**src/rtl/dn_mem_arbiter_if.sv**
```systemverilog
// dn_mem_arbiter_if
//   Bundles the ioctl download pins, the CPU request/ack bus, the single-port
//   RAM port and the system status outputs of dn_mem_arbiter.
//   modport slave  : the arbiter's view (ioctl/cpu/mem_dout in, rest out).
//   modport master : the surrounding system's view (directions mirrored).
// Parameters: AW - RAM address width.
interface dn_mem_arbiter_if #(
    parameter int AW = 17
);
    // ioctl download stream from the HPS
    logic          ioctl_download;
    logic          ioctl_wr;
    logic [24:0]   ioctl_addr;
    logic [7:0]    ioctl_dout;
    logic [7:0]    ioctl_index;
    logic          ioctl_wait;
    // CPU bus
    logic          cpu_req;
    logic          cpu_we;
    logic [AW-1:0] cpu_addr;
    logic [7:0]    cpu_din;
    logic          cpu_ack;
    logic [7:0]    cpu_dout;
    // single-port system RAM
    logic [AW-1:0] mem_addr;
    logic [7:0]    mem_din;
    logic          mem_we;
    logic [7:0]    mem_dout;
    // system status
    logic          sys_reset;
    logic          dn_overflow;

    modport slave (
        input  ioctl_download, ioctl_wr, ioctl_addr, ioctl_dout, ioctl_index,
        output ioctl_wait,
        input  cpu_req, cpu_we, cpu_addr, cpu_din,
        output cpu_ack, cpu_dout,
        output mem_addr, mem_din, mem_we,
        input  mem_dout,
        output sys_reset, dn_overflow
    );

    modport master (
        output ioctl_download, ioctl_wr, ioctl_addr, ioctl_dout, ioctl_index,
        input  ioctl_wait,
        output cpu_req, cpu_we, cpu_addr, cpu_din,
        input  cpu_ack, cpu_dout,
        input  mem_addr, mem_din, mem_we,
        output mem_dout,
        input  sys_reset, dn_overflow
    );
endinterface

```
**src/rtl/dn_mem_arbiter.sv**
```systemverilog
// dn_mem_arbiter
//   Shares one single-port RAM between the CPU bus and the ioctl download
//   stream (clk_24 domain). Download bytes go through a small FIFO with
//   registered ioctl_wait backpressure; the FIFO always wins the RAM over the
//   CPU. sys_reset holds the core in reset during a download and for RST_TAIL
//   cycles after it ends.
// Ports:
//   clk_24      - system clock
//   reset_n     - asynchronous active-low reset
//   bus         - dn_mem_arbiter_if.slave (ioctl, cpu, mem, status signals)
//   dn_checksum - (only with DN_CHECKSUM_EN) mod-256 sum of accepted bytes
// Optional feature macro: DN_CHECKSUM_EN
module dn_mem_arbiter #(
    parameter int AW           = 17,
    parameter int TARGET_INDEX = 0,
    parameter int FIFO_DEPTH   = 4,
    parameter int RST_TAIL     = 16
) (
    input  logic                   clk_24,
    input  logic                   reset_n,
    dn_mem_arbiter_if.slave        bus
`ifdef DN_CHECKSUM_EN
    ,
    output logic [7:0]             dn_checksum
`endif
);

    localparam int PW = $clog2(FIFO_DEPTH);
    localparam int TW = $clog2(RST_TAIL + 1);

    localparam logic [1:0] S_IDLE     = 2'd0;
    localparam logic [1:0] S_DL_WR    = 2'd1;
    localparam logic [1:0] S_CPU_ACC  = 2'd2;
    localparam logic [1:0] S_CPU_WAIT = 2'd3;

    typedef struct packed {
        logic [AW-1:0] addr;
        logic [7:0]    data;
    } entry_t;

    entry_t          fifo_mem [FIFO_DEPTH];
    entry_t          head;
    logic [PW-1:0]   wr_ptr, rd_ptr;
    logic [PW:0]     count, count_next;
    logic            fifo_empty, fifo_full;
    logic            push, pop;
    logic            idx_match, in_range, strobe;

    logic [1:0]      state;
    logic            cpu_rd;
    logic            dl_q, dl_rise;
    logic            pending, pending_next;
    logic [TW-1:0]   tail, tail_next;
    logic            rst_hold, rst_hold_next;

    assign head       = fifo_mem[rd_ptr];
    assign fifo_empty = (count == '0);
    assign fifo_full  = (count == (PW+1)'(FIFO_DEPTH));
    assign idx_match  = (bus.ioctl_index == 8'(TARGET_INDEX));
    // Range check uses the full 25-bit address before truncation to AW.
    assign in_range   = (bus.ioctl_addr[24:AW] == '0);
    assign strobe     = bus.ioctl_wr & bus.ioctl_download & idx_match;
    assign push       = strobe & in_range & ~fifo_full;
    assign pop        = (state == S_IDLE) & ~fifo_empty;
    assign dl_rise    = bus.ioctl_download & ~dl_q;

    // The raw download level is ORed in so a new download re-asserts reset
    // in the same cycle, even in the middle of a tail.
    assign bus.sys_reset = rst_hold | bus.ioctl_download;

    always_comb begin
        // NOTE: every variable gets a default first so no path leaves it
        // unassigned, which would otherwise infer a latch.
        count_next    = count;
        pending_next  = pending;
        tail_next     = tail;
        if (push && !pop)      count_next = count + (PW+1)'(1);
        else if (pop && !push) count_next = count - (PW+1)'(1);

        // pending marks "a download ended, tail not loaded yet"; the tail
        // only starts once the FIFO has fully drained into the RAM.
        if (bus.ioctl_download) begin
            pending_next = 1'b1;
            tail_next    = '0;
        end else if (pending && fifo_empty) begin
            pending_next = 1'b0;
            tail_next    = TW'(RST_TAIL);
        end else if (tail != '0) begin
            tail_next    = tail - TW'(1);
        end
        rst_hold_next = pending_next | (tail_next != '0) | (count_next != '0);
    end

    // NOTE: FIFO storage is deliberately left without reset; only the
    // pointers and count decide what is valid.
    always_ff @(posedge clk_24) begin
        if (push) fifo_mem[wr_ptr] <= '{addr: bus.ioctl_addr[AW-1:0], data: bus.ioctl_dout};
    end

    always_ff @(posedge clk_24 or negedge reset_n) begin
        if (!reset_n) begin
            wr_ptr          <= '0;
            rd_ptr          <= '0;
            count           <= '0;
            bus.ioctl_wait  <= 1'b0;
            dl_q            <= 1'b0;
            pending         <= 1'b0;
            tail            <= '0;
            rst_hold        <= 1'b1;
            bus.dn_overflow <= 1'b0;
            state           <= S_IDLE;
            cpu_rd          <= 1'b0;
            bus.cpu_ack     <= 1'b0;
            bus.cpu_dout    <= '0;
            bus.mem_addr    <= '0;
            bus.mem_din     <= '0;
            bus.mem_we      <= 1'b0;
        end else begin
            // NOTE: sequential state uses non-blocking assignments so every
            // register samples pre-edge values regardless of statement order.
            if (push) wr_ptr <= wr_ptr + PW'(1);
            if (pop)  rd_ptr <= rd_ptr + PW'(1);
            count    <= count_next;
            // Threshold DEPTH-1 leaves one free slot for the strobe that is
            // already in flight while ioctl_wait rises.
            bus.ioctl_wait <= (count_next >= (PW+1)'(FIFO_DEPTH - 1));

            dl_q     <= bus.ioctl_download;
            pending  <= pending_next;
            tail     <= tail_next;
            rst_hold <= rst_hold_next;

            // A drop in the same cycle as a download start still counts.
            if (dl_rise) bus.dn_overflow <= 1'b0;
            if (strobe && !in_range) bus.dn_overflow <= 1'b1;

            bus.mem_we  <= 1'b0;
            bus.cpu_ack <= 1'b0;
            case (state)
                S_IDLE: begin
                    if (!fifo_empty) begin
                        bus.mem_addr <= head.addr;
                        bus.mem_din  <= head.data;
                        bus.mem_we   <= 1'b1;
                        state        <= S_DL_WR;
                    // cpu_req is still high in the ack cycle; skip it so the
                    // finished request is not granted twice.
                    end else if (bus.cpu_req && !bus.sys_reset && !bus.cpu_ack) begin
                        bus.mem_addr <= bus.cpu_addr;
                        bus.mem_din  <= bus.cpu_din;
                        bus.mem_we   <= bus.cpu_we;
                        cpu_rd       <= ~bus.cpu_we;
                        state        <= S_CPU_ACC;
                    end
                end
                S_DL_WR:   state <= S_IDLE;
                // RAM samples the address at the end of CPU_ACC; its data is
                // valid during CPU_WAIT.
                S_CPU_ACC: state <= S_CPU_WAIT;
                S_CPU_WAIT: begin
                    if (cpu_rd) bus.cpu_dout <= bus.mem_dout;
                    bus.cpu_ack <= 1'b1;
                    state       <= S_IDLE;
                end
                default:   state <= S_IDLE;
            endcase
        end
    end

`ifdef DN_CHECKSUM_EN
    always_ff @(posedge clk_24 or negedge reset_n) begin
        if (!reset_n)     dn_checksum <= '0;
        else if (dl_rise) dn_checksum <= push ? bus.ioctl_dout : 8'h00;
        else if (push)    dn_checksum <= dn_checksum + bus.ioctl_dout;
    end
`endif

endmodule

```
**src/flat_wrapper.sv**
```systemverilog
// flat-port wrapper written by rule: the top's interface ports become plain ports
module dn_mem_arbiter_flat 
#(
    parameter int AW           = 17,
    parameter int TARGET_INDEX = 0,
    parameter int FIFO_DEPTH   = 4,
    parameter int RST_TAIL     = 16
)
  (clk_24, reset_n, bus_ioctl_download, bus_ioctl_wr, bus_ioctl_addr, bus_ioctl_dout, bus_ioctl_index, bus_ioctl_wait, bus_cpu_req, bus_cpu_we, bus_cpu_addr, bus_cpu_din, bus_cpu_ack, bus_cpu_dout, bus_mem_addr, bus_mem_din, bus_mem_we, bus_mem_dout, bus_sys_reset, bus_dn_overflow);
  dn_mem_arbiter_if #(.AW(AW)) bus_i ();
  input  logic clk_24;
  input  logic reset_n;
  input wire logic [$bits(bus_i.ioctl_download)-1:0] bus_ioctl_download;
  input wire logic [$bits(bus_i.ioctl_wr)-1:0] bus_ioctl_wr;
  input wire logic [$bits(bus_i.ioctl_addr)-1:0] bus_ioctl_addr;
  input wire logic [$bits(bus_i.ioctl_dout)-1:0] bus_ioctl_dout;
  input wire logic [$bits(bus_i.ioctl_index)-1:0] bus_ioctl_index;
  output wire logic [$bits(bus_i.ioctl_wait)-1:0] bus_ioctl_wait;
  input wire logic [$bits(bus_i.cpu_req)-1:0] bus_cpu_req;
  input wire logic [$bits(bus_i.cpu_we)-1:0] bus_cpu_we;
  input wire logic [$bits(bus_i.cpu_addr)-1:0] bus_cpu_addr;
  input wire logic [$bits(bus_i.cpu_din)-1:0] bus_cpu_din;
  output wire logic [$bits(bus_i.cpu_ack)-1:0] bus_cpu_ack;
  output wire logic [$bits(bus_i.cpu_dout)-1:0] bus_cpu_dout;
  output wire logic [$bits(bus_i.mem_addr)-1:0] bus_mem_addr;
  output wire logic [$bits(bus_i.mem_din)-1:0] bus_mem_din;
  output wire logic [$bits(bus_i.mem_we)-1:0] bus_mem_we;
  input wire logic [$bits(bus_i.mem_dout)-1:0] bus_mem_dout;
  output wire logic [$bits(bus_i.sys_reset)-1:0] bus_sys_reset;
  output wire logic [$bits(bus_i.dn_overflow)-1:0] bus_dn_overflow;
  assign bus_i.ioctl_download = bus_ioctl_download;
  assign bus_i.ioctl_wr = bus_ioctl_wr;
  assign bus_i.ioctl_addr = bus_ioctl_addr;
  assign bus_i.ioctl_dout = bus_ioctl_dout;
  assign bus_i.ioctl_index = bus_ioctl_index;
  assign bus_ioctl_wait = bus_i.ioctl_wait;
  assign bus_i.cpu_req = bus_cpu_req;
  assign bus_i.cpu_we = bus_cpu_we;
  assign bus_i.cpu_addr = bus_cpu_addr;
  assign bus_i.cpu_din = bus_cpu_din;
  assign bus_cpu_ack = bus_i.cpu_ack;
  assign bus_cpu_dout = bus_i.cpu_dout;
  assign bus_mem_addr = bus_i.mem_addr;
  assign bus_mem_din = bus_i.mem_din;
  assign bus_mem_we = bus_i.mem_we;
  assign bus_i.mem_dout = bus_mem_dout;
  assign bus_sys_reset = bus_i.sys_reset;
  assign bus_dn_overflow = bus_i.dn_overflow;
  dn_mem_arbiter #(.AW(AW), .TARGET_INDEX(TARGET_INDEX), .FIFO_DEPTH(FIFO_DEPTH), .RST_TAIL(RST_TAIL)) u_core (.clk_24(clk_24), .reset_n(reset_n), .bus(bus_i));
endmodule
```
**config.mk**
```make
export PLATFORM = sky130hd
export DESIGN_NAME = dn_mem_arbiter_flat
export DESIGN_NICKNAME = d
export VERILOG_FILES = /design/src/rtl/dn_mem_arbiter_if.sv /design/src/rtl/dn_mem_arbiter.sv /design/src/flat_wrapper.sv
export SDC_FILE = /design/constraint.sdc
export NUM_CORES = 1
export LEC_CHECK = 0
export CORE_ASPECT_RATIO = 0.6
export CORE_MARGIN = 10
export CORE_UTILIZATION = 25
export DETAILED_ROUTE_END_ITERATION = 8
export GPL_TIMING_DRIVEN = 0
export MAX_ROUTING_LAYER = met4
export PLACE_DENSITY = 0.41
export SLEW_MARGIN = 20
export SYNTH_ARGS = -nofsm -noshare
export SYNTH_HDL_FRONTEND = slang
export SYNTH_SLANG_ARGS = --single-unit
export TNS_END_PERCENT = 50
```
**constraint.sdc**
```tcl
create_clock -name clk_24 -period 6.45 [get_ports clk_24]
set_input_delay 1.29 -clock clk_24 [delete_from_list [all_inputs] [get_ports clk_24]]
set_output_delay 1.29 -clock clk_24 [all_outputs]
set_load 0.02 [all_outputs]
```
Word-level counts from Yosys, hierarchy flattened --
Memory sizes are Yosys's and may differ from the RTL's. Index checks and enable logic that the tools add are counted.
Storage, ports and cells: register bits 55, memory bits (writable) 100, bits of input ports 80, output and inout port bits 38, memories kept 1
Memories:
- u_core.fifo_mem | words 4, bits a word 25, read ports 1, clocked after memory_dff 0, write ports 1, RTL line dn_mem_arbiter.sv:41 | entry_t fifo_mem [FIFO_DEPTH];
Operators by class: add/sub/neg operators 5, $lt $le $gt $ge 1, equality and inequality tests 6, muxes and demuxes 22, bitwise logic cells 13, reductions and logical operators 23
Operators by type and width (number):
- 17-bit 2-to-1 mux | 2
- 8-bit zero test | 2
- 8-bit 2-to-1 mux | 2
- 5-bit 2-to-1 mux | 3
- 1-bit 2-to-1 mux | 10
- 5-bit nonzero test | 2
- 1-bit AND | 6
- 1-bit logical AND | 6
- 3-bit 2-to-1 mux | 2
- 2-bit one-hot mux with 3 select lines | 1
- 1-bit zero test | 5
- 5-bit by 1-bit subtractor with 5-bit output (second input constant) | 1
- 2-bit by 1-bit adder with 2-bit output (second input constant) | 2
- 2-bit == test (second input constant) | 2
- 2-bit 2-to-1 mux | 2
- 1-bit NOT | 4
- 2-bit AND reduction | 2
- 3-bit by 1-bit adder with 3-bit output (second input constant) | 1
- 3-bit == test (second input constant) | 1
- 3-bit by 2-bit greater-or-equal comparator with 1-bit output (second input constant) | 1
- 3-bit zero test | 1
- 3-bit != test (second input constant) | 1
- 1-bit OR | 3
- 3-bit AND reduction | 1
- other kinds (7) | 7

Depth between registers and ports, before layout --
depth in word-level cells 10, depth in mapped cells 9, mapped depth without buffers 8

Worst setup path before layout --
OpenSTA, ideal clock, no wires.
path kind input to register, start point in bus_ioctl_index[3], end point mem u_core.fifo_mem[0][0] (netlist bit) (enable), data arrival time 2823 ps, data required time 6066 ps, path slack 3243 ps, stages on the path 5, path buffers 1, cell sequence nor4_2 > nand3_2 > a211oi_4 > buf_4 > and2_1
On the way: cells in the longest elaborated chain, start to end 6
RTL lines:
- start, declared | RTL line flat_wrapper.sv:17 | input wire logic [$bits(bus_i.ioctl_index)-1:0] bus_ioctl_index;
- 8-bit zero test | RTL line dn_mem_arbiter.sv:59 | assign idx_match = (bus.ioctl_index == 8'(TARGET_INDEX));
- 1-bit AND | RTL line dn_mem_arbiter.sv:62 | assign strobe = bus.ioctl_wr & bus.ioctl_download & idx_match;
- 1-bit AND (2 in a row) | RTL line dn_mem_arbiter.sv:63 | assign push = strobe & in_range & ~fifo_full;
- 1-bit 2-to-1 mux | RTL line dn_mem_arbiter.sv:97 | if (push) fifo_mem[wr_ptr] <= '{addr: bus.ioctl_addr[AW-1:0], data: bus.ioctl_dout};
- 1-bit 2-to-1 mux (not written as such) | RTL line dn_mem_arbiter.sv:97
- end, declared | RTL line dn_mem_arbiter.sv:41
Every way passes these cells.

Final worst setup path --
start point in bus_ioctl_download, end point out bus_sys_reset
On the way: cells in the longest elaborated chain, start to end 1
RTL lines:
- start, declared | RTL line flat_wrapper.sv:13 | input wire logic [$bits(bus_i.ioctl_download)-1:0] bus_ioctl_download;
- 1-bit OR | RTL line dn_mem_arbiter.sv:69 | assign bus.sys_reset = rst_hold | bus.ioctl_download;
- end, declared | RTL line flat_wrapper.sv:29 | output wire logic [$bits(bus_i.sys_reset)-1:0] bus_sys_reset;
Every way passes these cells.

==> results.cfg <==
[sta]
relSlewSlack = 0.3680
hold_slack_ns = 0.4679
clock_skew_ns = 0.008987
fin_tns_setup_ns = 0
post-route-period-util = 0.6238
rsz0062_at_grt = no
hold_violations = 0
fmaxAchievable_ghz = 0.2485
min_period_ns = 4.023
tightest_slew_ns = 0.9480
finalSetupViolations = 0
drv_slew = 0

[critical_path]
critPathRequiredTime_ns = 5.16
startpoint_type = input pin
path_max_fanout = 7
crit_type = in2out
worstPathArrival_ns = 2.73
end_kind = output pin

[power_and_ir_drop]
p_per_area_mw_per_mm2 = 415.1
p_leak_nw = 3.166
peakVddDrop_mv = 0.1587

[routing]
drt_wl_total_um = 16290
ant_nets = 0
first_iter_violations = 155
vias = 3579
drcViolationCount = 0
wl_per_cell_um = 19.24
vias_per_cell = 4.226
dr.pass1.iters = 4

[die]
rows = 44
initial_core_util = 0.2549
fp.dieW_um = 223.1
coreArea_mm2 = 0.02428
io_pins = 118
dieArea_mm2 = 0.03166
die_y_um = 141.9

[synthesis]
ys.flop_type = edfxtp_1
synth_seq_cells = 155
synth_common_cells = 100 x edfxtp_1, 54 x dfrtp_1, 41 x nand2_1, 25 x mux2i_1, 25 x mux4_2
ys_types = 44
syn_inst = 368
yosysMostFrequentCell = edfxtp_1
async_reset_ff_frac = 0.3548
netlist_area_mm2 = 0.006190
synth-edff-count = 100
synthTopCellsByArea = edfxtp_1 49%, dfrtp_1 22%, mux4_2 9.1%, mux2i_1 4.0%, nand2_1 2.5%
yosysWarningCount = 0
syn_area_per_cell_um2 = 16.82
synth_nets = 456
yosysTopAreaCellShare = 0.4851
synth_seq_area_share = 0.7077
yosysTopAreaCell = edfxtp_1

[status]
outcome = completed

[placement]
dp_cells = 812
port-buffer-count = 117
hpwlAfterDp_um = 11540
gp_congestion = 0.6839

[layout]
area_delta_synth_final_pct = 37.48
fin_nets = 597
nFillCells = 2275
fin_cells = 847
drive_above_1_share = 0.1743
final-seq-area_mm2 = 0.004380
multi_input_area_mm2 = 0.001715

[clock_tree]
post_cts_buffers = 0
clockRootBuffer = clkbuf_16
cts_max_level = 4
cts.clk_slew.worst_paths_ns = 0.07
ctsHoldBuffers = 0
worstSkewPairLatency_ns = 0.43
post_cts_resized = 0
cts_buffers = 17
cts.path.max_buffers = 2
cts_tree = built
cts_sinks = 155

[grt]
grt_pass1_vias = 3980
grt_max_degree = 47
grt_antenna_before_repair = 2
grt_pass1_wl_um = 24720
gr-total-overflow = 0
track_usage = 0.1089

[flow_run]
cap_violations = 0

[min_path]
hold_class = reg2reg
report_power, final:
part           switching [mW]  total (mW)  internal (mW)
combinational           0.659        1.22          0.562
clock                   0.428        1.04          0.615
sequential             0.0797        1.27           1.19
total                    1.17        3.53           2.37
metal layers:
layer  track usage  routed length (um)
met3       0.03098                 917
met4       0.04037                 188
met2        0.1587                7345
met1        0.1416                7841
met5             -                   0
cells by family after synthesis:
kind of cell,Yosys count,synth area share
flops,155,0.7077
simple gates,71,0.05701
mux,59,0.1484
compound gates,41,0.03801
buf+inv,24,0.01597
xor+xnor,9,0.01516
fa+ha+maj,9,0.01779
state kept, by name, summed over array words and instances, names as in the netlist:
signal and cells:
u_core.count 3, u_core.fifo_mem 100, u_core.bus.dn_overflow 1, u_core.bus.mem_we 1, u_core.rst_hold 1, u_core.rd_ptr 2, u_core.bus.mem_din 8, u_core.tail 5
u_core.bus.cpu_ack 1, u_core.bus.ioctl_wait 1, u_core.dl_q 1, u_core.wr_ptr 2, u_core.bus.cpu_dout 8, u_core.cpu_rd 1, u_core.pending 1, u_core.bus.mem_addr 17
u_core.state 2
path summary, 6_finish.rpt:
check | from | endpoint | slack, ns | cells after the start
worst max-delay path | bus_ioctl_download | bus_sys_reset | 2.43 | 3
worst min-delay path | u_core.dl_q$_DFF_PN0_ | u_core.bus.dn_overflow$_DFFE_PN0P_ | 0.47 | 2
worst max register to register | u_core.count[0]$_DFF_PN0_ | u_core.bus.mem_addr[14]$_DFFE_PN0P_ | 3.69 | 8
worst min register to register | u_core.dl_q$_DFF_PN0_ | u_core.bus.dn_overflow$_DFFE_PN0P_ | 0.47 | 2
max in group asynchronous | reset_n | u_core.rst_hold$_DFF_PN1_ | 5.22 | 2
min in group asynchronous | reset_n | u_core.tail[3]$_DFF_PN0_ | 0.70 | 1
through the flow:
stage | power [mW] | utilization | worst slack (ns) | area, um2
6_report | 3.532 | 0.3505 | 2.427 | 8509
5_1_grt | 3.751 | 0.3504 | 2.369 | 8507
4_1_cts | 3.602 | 0.3502 | 2.408 | 8502
3_5_place_dp | 2.536 | 0.3249 | 2.410 | 7889
3_3_place_gp | 2.518 | 0.3198 | 1.964 | 7764
2_1_floorplan | 2.036 | - | 3.243 | 6190
worst max-delay path: stages:
cell             delay [ns]
clkdlybuf4s50_1        0.53
or2_2                  0.37
clkdlybuf4s50_1        0.55
placed cells by master (no fill, tap or decap), types with 3 or more instances in the layout:
cell type,n
a21oi_1,4
and2_2,4
buf_1,3
buf_16,3
buf_2,4
bufinv_16,3
clkbuf_1,7
clkbuf_16,17
clkdlybuf4s50_1,116
clkinv_4,4
clkinvlp_4,3
dfrtp_1,54
diode_2,3
edfxtp_1,100
ha_1,8
inv_1,8
inv_6,4
mux2_2,8
mux2i_1,25
mux4_2,25
nand2_1,41
nor2_1,7
o21ai_0,13
o21ai_1,17
xnor2_1,7
area by class of cell:
class | instances | area share
clock buffer | 17 | 0.04999
timing repair buffer | 122 | 0.1517
antenna | 3 | 0.0008822
multi-input combinational | 189 | 0.2016
clock inverter | 15 | 0.02206
inverter | 9 | 0.003970
tap | 322 | 0.04735
buffer | 15 | 0.007646
sequential | 155 | 0.5148
(Power assumes the default switching activity.)
